--- src/rtl/caxi4interconnect_upsize_lane_sequencer.sv ---
// Lane steering, zero fill and read-side handshake for the lane-sliced upsizing FIFO.
// Optional partial-word flush port pair enabled by defining CAXI4_UPSIZE_SEQ_FLUSH_EN.
module caxi4interconnect_upsize_lane_sequencer #(
    parameter int DATA_WIDTH_IN   = 32,
    parameter int DATA_WIDTH_OUT  = 128,
    localparam int RATIO  = DATA_WIDTH_OUT / DATA_WIDTH_IN,
    localparam int LANE_W = (RATIO > 2) ? $clog2(RATIO) : 1
) (
    input  logic              clk,
    input  logic              rst,
    input  logic              s_valid,
    output logic              s_ready,
    input  logic              s_first,
    input  logic [LANE_W-1:0] s_start_lane,
    input  logic              s_last,
    output logic [RATIO-1:0]  fifo_wr_en,
    output logic [RATIO-1:0]  fifo_zero_data,
    input  logic              fifo_full,
    input  logic              fifo_empty,
    output logic              fifo_rd_en,
    output logic              fifo_pass_data,
    output logic              fifo_zero_out_data,
`ifdef CAXI4_UPSIZE_SEQ_FLUSH_EN
    input  logic              flush_req,
    output logic              flush_ack,
`endif
    output logic              m_valid,
    input  logic              m_ready
);

    localparam logic [0:0] ST_EMPTY = 1'b0;
    localparam logic [0:0] ST_FULL  = 1'b1;

    logic [LANE_W-1:0] lane_ptr;
    logic [LANE_W-1:0] lane;
    logic [LANE_W-1:0] lane_nxt;
    logic              beat;
    logic [0:0]        rd_state;
    logic [0:0]        rd_state_nxt;

    // Reset gates every write strobe so a beat presented during reset never lands.
    assign s_ready            = !fifo_full;
    assign beat               = s_valid && !fifo_full && rst;
    assign lane               = s_first ? s_start_lane : lane_ptr;
    assign fifo_zero_out_data = 1'b0;
    assign m_valid            = (rd_state == ST_FULL);

    always_comb begin
        fifo_wr_en     = '0;
        fifo_zero_data = '0;
        lane_nxt       = lane_ptr;
`ifdef CAXI4_UPSIZE_SEQ_FLUSH_EN
        flush_ack      = 1'b0;
`endif
        if (beat) begin
            for (int i = 0; i < RATIO; i++) begin
                if (i == int'(lane))
                    fifo_wr_en[i] = 1'b1;
                if (s_first && (i < int'(lane)))
                    fifo_zero_data[i] = 1'b1;
                if (s_last && (i > int'(lane)))
                    fifo_zero_data[i] = 1'b1;
            end
            if (s_last || (int'(lane) == RATIO - 1))
                lane_nxt = '0;
            else
                lane_nxt = lane + LANE_W'(1);
        end
`ifdef CAXI4_UPSIZE_SEQ_FLUSH_EN
        // A flush only fills the untouched upper lanes, so the top lane zero causes the push.
        else if (flush_req && rst) begin
            if (lane_ptr == '0) begin
                flush_ack = 1'b1;
            end else if (!fifo_full) begin
                for (int i = 0; i < RATIO; i++) begin
                    if (i >= int'(lane_ptr))
                        fifo_zero_data[i] = 1'b1;
                end
                lane_nxt  = '0;
                flush_ack = 1'b1;
            end
        end
`endif
    end

    always_ff @(posedge clk or negedge rst) begin
        if (!rst)
            lane_ptr <= '0;
        else
            lane_ptr <= lane_nxt;
    end

    // Output register keeps the word until m_ready; a fresh word follows the same clock.
    always_comb begin
        fifo_rd_en     = 1'b0;
        fifo_pass_data = 1'b0;
        rd_state_nxt   = rd_state;
        if (rst) begin
            case (rd_state)
                ST_EMPTY: begin
                    if (!fifo_empty) begin
                        fifo_rd_en     = 1'b1;
                        fifo_pass_data = 1'b1;
                        rd_state_nxt   = ST_FULL;
                    end
                end
                default: begin
                    if (m_ready) begin
                        if (!fifo_empty) begin
                            fifo_rd_en     = 1'b1;
                            fifo_pass_data = 1'b1;
                        end else begin
                            rd_state_nxt = ST_EMPTY;
                        end
                    end
                end
            endcase
        end
    end

    always_ff @(posedge clk or negedge rst) begin
        if (!rst)
            rd_state <= ST_EMPTY;
        else
            rd_state <= rd_state_nxt;
    end

endmodule

--- config.mk ---
export PLATFORM = sky130hd
export DESIGN_NAME = caxi4interconnect_upsize_lane_sequencer
export DESIGN_NICKNAME = d
export VERILOG_FILES = /design/src/rtl/caxi4interconnect_upsize_lane_sequencer.sv
export SDC_FILE = /design/constraint.sdc
export NUM_CORES = 1
export LEC_CHECK = 0
export CAP_MARGIN = 20
export CORE_MARGIN = 3
export CORE_UTILIZATION = 26
export CTS_CLUSTER_DIAMETER = 40
export DETAILED_ROUTE_END_ITERATION = 8
export GPL_TIMING_DRIVEN = 0
export HOLD_SLACK_MARGIN = 0.15
export PLACE_DENSITY = 0.62
export REMOVE_ABC_BUFFERS = 1
export SLEW_MARGIN = 20
export SYNTH_ARGS = -nofsm -noshare
export SYNTH_HDL_FRONTEND = slang
export SYNTH_SLANG_ARGS = --single-unit
--- constraint.sdc ---
create_clock -name clk -period 1.6 [get_ports clk]
set_input_delay 0.16 -clock clk [delete_from_list [all_inputs] [get_ports clk]]
set_output_delay 0.16 -clock clk [all_outputs]
set_load 0.02 [all_outputs]
==> results.py, run 1 <==
metrics = {
    "placed_design": {
        "place_area_um2": 569.3,
        "port-buffer-count": 21,
        "gp_congestion": 0.7102,
        "place_hpwl_um": 665.4,
        "numPlacedInstances": 74,
    },
    "power_and_ir_drop": {
        "leakage_uw": 0.0003303,
        "power_density_nw_per_um2": 646.9,
        "peakVddDrop_mv": 0.5771,
    },
    "critical_path": {
        "required_ns": 1.44,
        "critical_path.slowest_cell": "dfrtp_1",
        "r2r_slack_ns": 0.31,
        "rr_startpoint": "lane_ptr[0]",
        "setup.worst_path.start": "lane_ptr[0]",
        "crit_buf_inv": 2,
        "start_kind": "flip-flop",
        "criticalPathCategory": "reg -> out",
        "worstRegToRegCells": 5,
        "max_stage_delay_ns": 0.37,
        "cp_top_family": "flip-flops",
        "crit_path_cell_trace": "mux2_4 -> inv_4 -> ha_4 -> a22oi_2 -> nor2_1 -> buf_4",
        "cp.arrival_ns": 1.46,
        "crit_fanout": 5,
        "r2r-end": "lane_ptr[1]",
        "cp-end-kind": "primary output",
    },
    "cts": {
        "cts_sinks": 3,
        "cts-root-buf": "clkbuf_4",
        "cts_tree": "done",
        "clkTransAtPathRegs_ns": 0.04,
        "clockBufferDepth": 2,
        "clk_latency_ns": 0.24,
        "cts_inserted_buffers": 3,
        "cts.htree.levels": 1,
    },
    "timing": {
        "setup_slack_ns": -0.02237,
        "clock.fmax_ghz": 0.6164,
        "hold_viol_final": 0,
        "fin_crit_sh_pct": 101.4,
        "clock_skew_ns": 0.001229,
        "setup_viol_count_final": 3,
        "min_period_ns": 1.622,
        "rsz0062_at_grt": "true",
        "slew_viol_final": 0,
    },
    "min_path": {
        "hold_class": "in -> reg",
        "whs_path_depth": 3,
        "hp-start": "rst",
        "holdPathEnd": "m_valid",
    },
    "cells_and_area": {
        "layout_common_cells": "clkdlybuf4s50_1 (8), buf_4 (8), nand2_1 (5)",
        "nets": 85,
        "fin_area_um2": 656.9,
        "instances_no_fill": 82,
        "antenna_cells": 0,
        "syn_to_final_growth_pct": 84.21,
        "drive_above_1_share_pct": 42.65,
        "final_util_pct": 54.69,
    },
    "run_status": {
        "failed_checks": "setup timing",
        "outcome": "complete, but fails checks",
    },
    "route": {
        "postRouteAntennaNets": 0,
        "routed_wl_um": 880,
        "avgRoutedWirePerCell_um": 10.73,
        "vias": 363,
        "drt-initial-drc-count": 1,
        "drc": 0,
        "drt_pass1_iterations": 2,
        "vias_per_cell": 4.427,
    },
    "flow_run": {
        "cap_violations": 0,
    },
    "synth": {
        "synth_area_leaders": "dfrtp_1 (21%), ha_1 (21%), and2_1 (7.0%)",
        "ys_seq_elements": 3,
        "synthMuxAreaShare_pct": 7.018,
        "netlist.area_leader.share_pct": 21.05,
        "synthCells": 41,
        "avgSynthCellArea_um2": 8.697,
        "netlist_area_um2": 356.6,
        "yosysSeqAreaShare_pct": 21.05,
        "synth.largest_area_cell": "dfrtp_1",
        "synth_cell_types": 20,
        "synthXorXnorAreaFrac_pct": 0,
        "synthAdderAreaFrac_pct": 21.05,
        "synth-compound-area-share_pct": 9.474,
        "synth_warnings": 0,
        "yosys.area_share.simple_pct": 31.93,
        "synth_top_family_by_area": "simple AND/OR/NAND/NOR gates",
    },
    "floorplan": {
        "pin_count": 23,
        "die_y_um": 43.04,
        "core_area_um2": 1201,
        "die_w_um": 43.04,
        "start_util_pct": 29.69,
        "die-area_um2": 1852,
        "rows": 12,
    },
    "global_routing": {
        "grt_pass1_vias": 309,
        "grt_util_all_layers_pct": 9.364,
        "grt_max_degree": 9,
        "gr-total-overflow": 0,
        "antenna_found_initial": 0,
        "grt_pass1_wl_um": 1290,
    },
}
==> how the worst max path moves through the flow <==
stage,to,cells after the start
global placement,fifo_zero_data[3],6
CTS,fifo_zero_data[2],5
finish,fifo_zero_data[1],6
detailed placement,fifo_zero_data[3],6
global route,fifo_zero_data[1],6
floorplan,fifo_zero_data[3],4
==> Yosys cell counts <==
master	n
a21oi_1	1
a22o_1	1
a22oi_1	2
and2_1	4
and3_1	1
buf_4	2
conb_1	1
dfrtp_1	3
ha_1	6
inv_1	4
mux2_4	1
mux2i_1	1
nand2_1	5
nand2b_1	1
nand3b_4	1
nor2_1	3
nor2_2	1
nor3b_1	1
nor3b_2	1
o21ai_1	1
==> stage by stage <==
stage	total power [uW]	hold WS, ns	TNS (ns)	setup WS [ns]
after global placement	245.8	0.4363	-7.647	-0.9891
final	424.9	0.4207	-0.05867	-0.02237
after global routing	451.4	0.4529	-0.2585	-0.06978
after floorplan	179.6	-0.1356	-0.1035	-0.1035
after detailed placement	246.3	0.4398	-7.506	-0.9957
after CTS	401.2	0.4221	-0.07514	-0.03295
==> worst reg2reg max path, cell delays in order, from the launching register on <==
cell     delay [ns]
dfrtp_1        0.37
mux2_4         0.32
ha_2           0.20
nor2_1         0.15
nand2_1        0.08
o21ai_1        0.10
==> registers in the layout, summed over array words and instances, names as in the netlist <==
signal	count
m_valid	1
lane_ptr	2
==> cell type report <==
cell class | count | area, um2
Clock buffer | 4 | 26.28
Fill cell | 116 | 544.3
Inverter | 4 | 17.52
Multi-Input combinational cell | 32 | 309.0
Sequential cell | 3 | 75.07
Tap cell | 14 | 17.52
Timing Repair Buffer | 25 | 211.5
==> metal layers <==
layer / track usage (%) / routed length (um) / vias to the layer above
met1: 11.31 / 389 / 164
met2: 14.07 / 411 / 11
met4: 0 / 0 / 0
met5: 0 / 0 / -
met3: 7.203 / 80 / 0
li1: - / - / 188
==> timing repair <==
action,in CTS,in global routing
endpoints found under the setup margin,12,7
gates resized for setup,50,11
endpoints found under the hold margin,3,0
hold buffers,1,0
pin swaps,1,1
buffers inserted,2,1
==> cell families (layout without fill, tap and decap cells) <==
family,after synthesis,in the layout
adder cells (fa/ha/maj),6,6
flip-flops,3,3
buffers and inverters,6,33
AO/OA/AOI/OAI,5,5
other,1,1
multiplexers,2,2
AND/OR/NAND/NOR,18,18
==> power breakdown <==
group / internal, uW / switching (uW) / leakage, uW
sequential: 88.4 / 9.04 / 0.0000376
clock: 93.7 / 42.3 / 0.0000150
combinational: 97.3 / 94.3 / 0.000278
Note: power is estimated with default switching activity, not from simulation.
==> run 2: changes to the inputs <==
--- a/config.mk
+++ b/config.mk
@@ -5,7 +5,6 @@
 export SDC_FILE = /design/constraint.sdc
 export NUM_CORES = 1
 export LEC_CHECK = 0
-export CAP_MARGIN = 20
 export CORE_MARGIN = 3
 export CORE_UTILIZATION = 26
 export CTS_CLUSTER_DIAMETER = 40
==> results of run 2 <==
Same layout as run 1: the final DEF is identical, and so are final timing and power.
==> run 3: changes to the inputs <==
--- a/config.mk
+++ b/config.mk
@@ -5,6 +5,7 @@
 export SDC_FILE = /design/constraint.sdc
 export NUM_CORES = 1
 export LEC_CHECK = 0
+export CAP_MARGIN = 20
 export CORE_MARGIN = 3
 export CORE_UTILIZATION = 26
 export CTS_CLUSTER_DIAMETER = 40
==> constraint.sdc (replaced) <==
create_clock -name clk -period 1.64 [get_ports clk]
set_input_delay 0.164 -clock clk [delete_from_list [all_inputs] [get_ports clk]]
set_output_delay 0.164 -clock clk [all_outputs]
set_load 0.02 [all_outputs]
==> results.py, run 3 (same netlist as run 1, synthesis figures left out) <==
metrics = {
    "cts": {
        "cts.htree.levels": 1,
        "cts_inserted_buffers": 3,
        "clockBufferDepth": 2,
        "cts-root-buf": "clkbuf_4",
        "clk_latency_ns": 0.23,
        "clkTransAtPathRegs_ns": 0.04,
        "cts_sinks": 3,
        "cts_tree": "done",
    },
    "critical_path": {
        "start_kind": "flip-flop",
        "required_ns": 1.48,
        "crit_path_cell_trace": "mux2_4 -> ha_2 -> a22oi_2 -> nor2_1 -> buf_4",
        "max_stage_delay_ns": 0.37,
        "cp.arrival_ns": 1.48,
        "cp-end-kind": "primary output",
        "criticalPathCategory": "reg -> out",
        "r2r_slack_ns": 0.36,
        "worstRegToRegCells": 5,
        "rr_startpoint": "lane_ptr[0]",
        "crit_fanout": 5,
        "r2r-end": "lane_ptr[1]",
        "critical_path.slowest_cell": "dfrtp_1",
    },
    "run_status": {
        "failed_checks": "setup timing",
        "outcome": "complete, but fails checks",
    },
    "flow_run": {
        "cap_violations": 0,
    },
    "floorplan": {
        "die_w_um": 43.04,
        "core_area_um2": 1201,
        "start_util_pct": 29.69,
        "rows": 12,
        "pin_count": 23,
        "die-area_um2": 1852,
        "die_y_um": 43.04,
    },
    "power_and_ir_drop": {
        "power_density_nw_per_um2": 640.4,
        "p_total_uw": 394.2,
        "peakVddDrop_mv": 0.5363,
        "leakage_uw": 0.0003258,
    },
    "route": {
        "wl_met1_um": 369,
        "vias_per_cell": 4.378,
        "met3WireLength_um": 76,
        "drt_pass1_iterations": 2,
        "vias": 359,
        "routed_wl_um": 833,
        "top_layer": "met3",
        "drc": 0,
        "drt-initial-drc-count": 4,
        "postRouteAntennaNets": 0,
        "avgRoutedWirePerCell_um": 10.16,
        "met2_length_um": 388,
    },
    "timing": {
        "clock.fmax_ghz": 0.6067,
        "fin_tns_setup_ns": -0.008284,
        "slew_viol_final": 0,
        "clock_skew_ns": 0.0003423,
        "hold_ws_ns": 0.4271,
        "min_period_ns": 1.648,
        "setup_slack_ns": -0.008284,
        "fin_crit_sh_pct": 100.5,
        "setup_viol_count_final": 1,
        "rsz0062_at_grt": "true",
        "hold_viol_final": 0,
    },
    "global_routing": {
        "grt_pass1_wl_um": 1248,
        "gr-total-overflow": 0,
        "antenna_found_initial": 0,
        "grt_util_all_layers_pct": 9.107,
        "grt_max_degree": 9,
        "grt_pass1_vias": 303,
    },
    "cells_and_area": {
        "layout_common_cells": "clkdlybuf4s50_1 (8), buf_4 (6), nand2_1 (5), buf_2 (5)",
        "syn_to_final_growth_pct": 72.63,
        "largest_reg_flops": 2,
        "nets": 85,
        "antenna_cells": 0,
        "fillCellCount": 127,
        "final_common_cell": "clkdlybuf4s50_1",
        "drive_above_1_share_pct": 38.24,
        "regMostFlops": "lane_ptr",
    },
    "min_path": {
        "holdPathEnd": "m_valid",
        "hp-start": "rst",
        "whs_path_depth": 3,
        "hold_class": "in -> reg",
    },
    "placed_design": {
        "pre_cts_ws_ns": -0.9637,
        "place_hpwl_um": 665.4,
        "port-buffer-count": 21,
        "gp_congestion": 0.7102,
    },
}
run 3: what timing repair did:
action,in CTS,in global routing
hold buffers,1,0
pin swaps,1,2
endpoints found under the hold margin,3,0
setup buffers,2,1
gates resized for setup,45,7
setup endpoints to repair,12,7
run 3: worst max-delay path, delay by kind of cell (launching register included):
kind,cells,cell delay [ns]
buffers and inverters,1,0.16
adders and majority gates,1,0.18
and+or+nand+nor,1,0.06
muxes,1,0.31
AOI/OAI and AO/OA,1,0.17
DFF,1,0.37
run 3: report_power, final:
part	internal [uW]	switching, uW	total (uW)
sequential	86.2	9.14	95.4
clock	91.3	39.8	131
combinational	85.8	82.0	168
total	263	131	394
run 3: cell type report:
class / instances / area (um2) / area share [%]
inverters: 4 / 17.52 / 2.846
repair buffers: 25 / 200.2 / 32.52
well taps: 14 / 17.52 / 2.846
flip-flops and latches: 3 / 75.07 / 12.20
clock buffers: 4 / 26.28 / 4.268
multi-input cells: 32 / 279.0 / 45.33
run 3: stage by stage:
step           std cells  instance area (um2)  util [%]
2_1_floorplan         39                341.6         -
4_1_cts               81                604.3     50.31
3_5_place_dp          74                569.3     47.40
6_report              82                615.6     51.25
5_1_grt               82                615.6     51.25
3_3_place_gp          74                569.3     47.40
run 3: worst max path at each step:
stage | startpoint | to | slack [ns] | cells after the start
global route | lane_ptr[0] | fifo_zero_data[2] | -0.05 | 5
CTS | lane_ptr[0] | fifo_zero_data[1] | -0.01 | 6
detailed placement | s_first | fifo_zero_data[3] | -0.96 | 6
floorplan | lane_ptr[1] | fifo_zero_data[3] | -0.07 | 4
global placement | s_first | fifo_zero_data[3] | -0.96 | 6
finish | lane_ptr[0] | fifo_zero_data[2] | -0.008 | 5
run 3: metal layers:
metal | GRT usage, % | vias to the layer above
li1 | - | 186
met1 | 10.80 | 162
met2 | 13.77 | 11
met3 | 7.203 | 0
met4 | 0 | 0
met5 | 0 | -
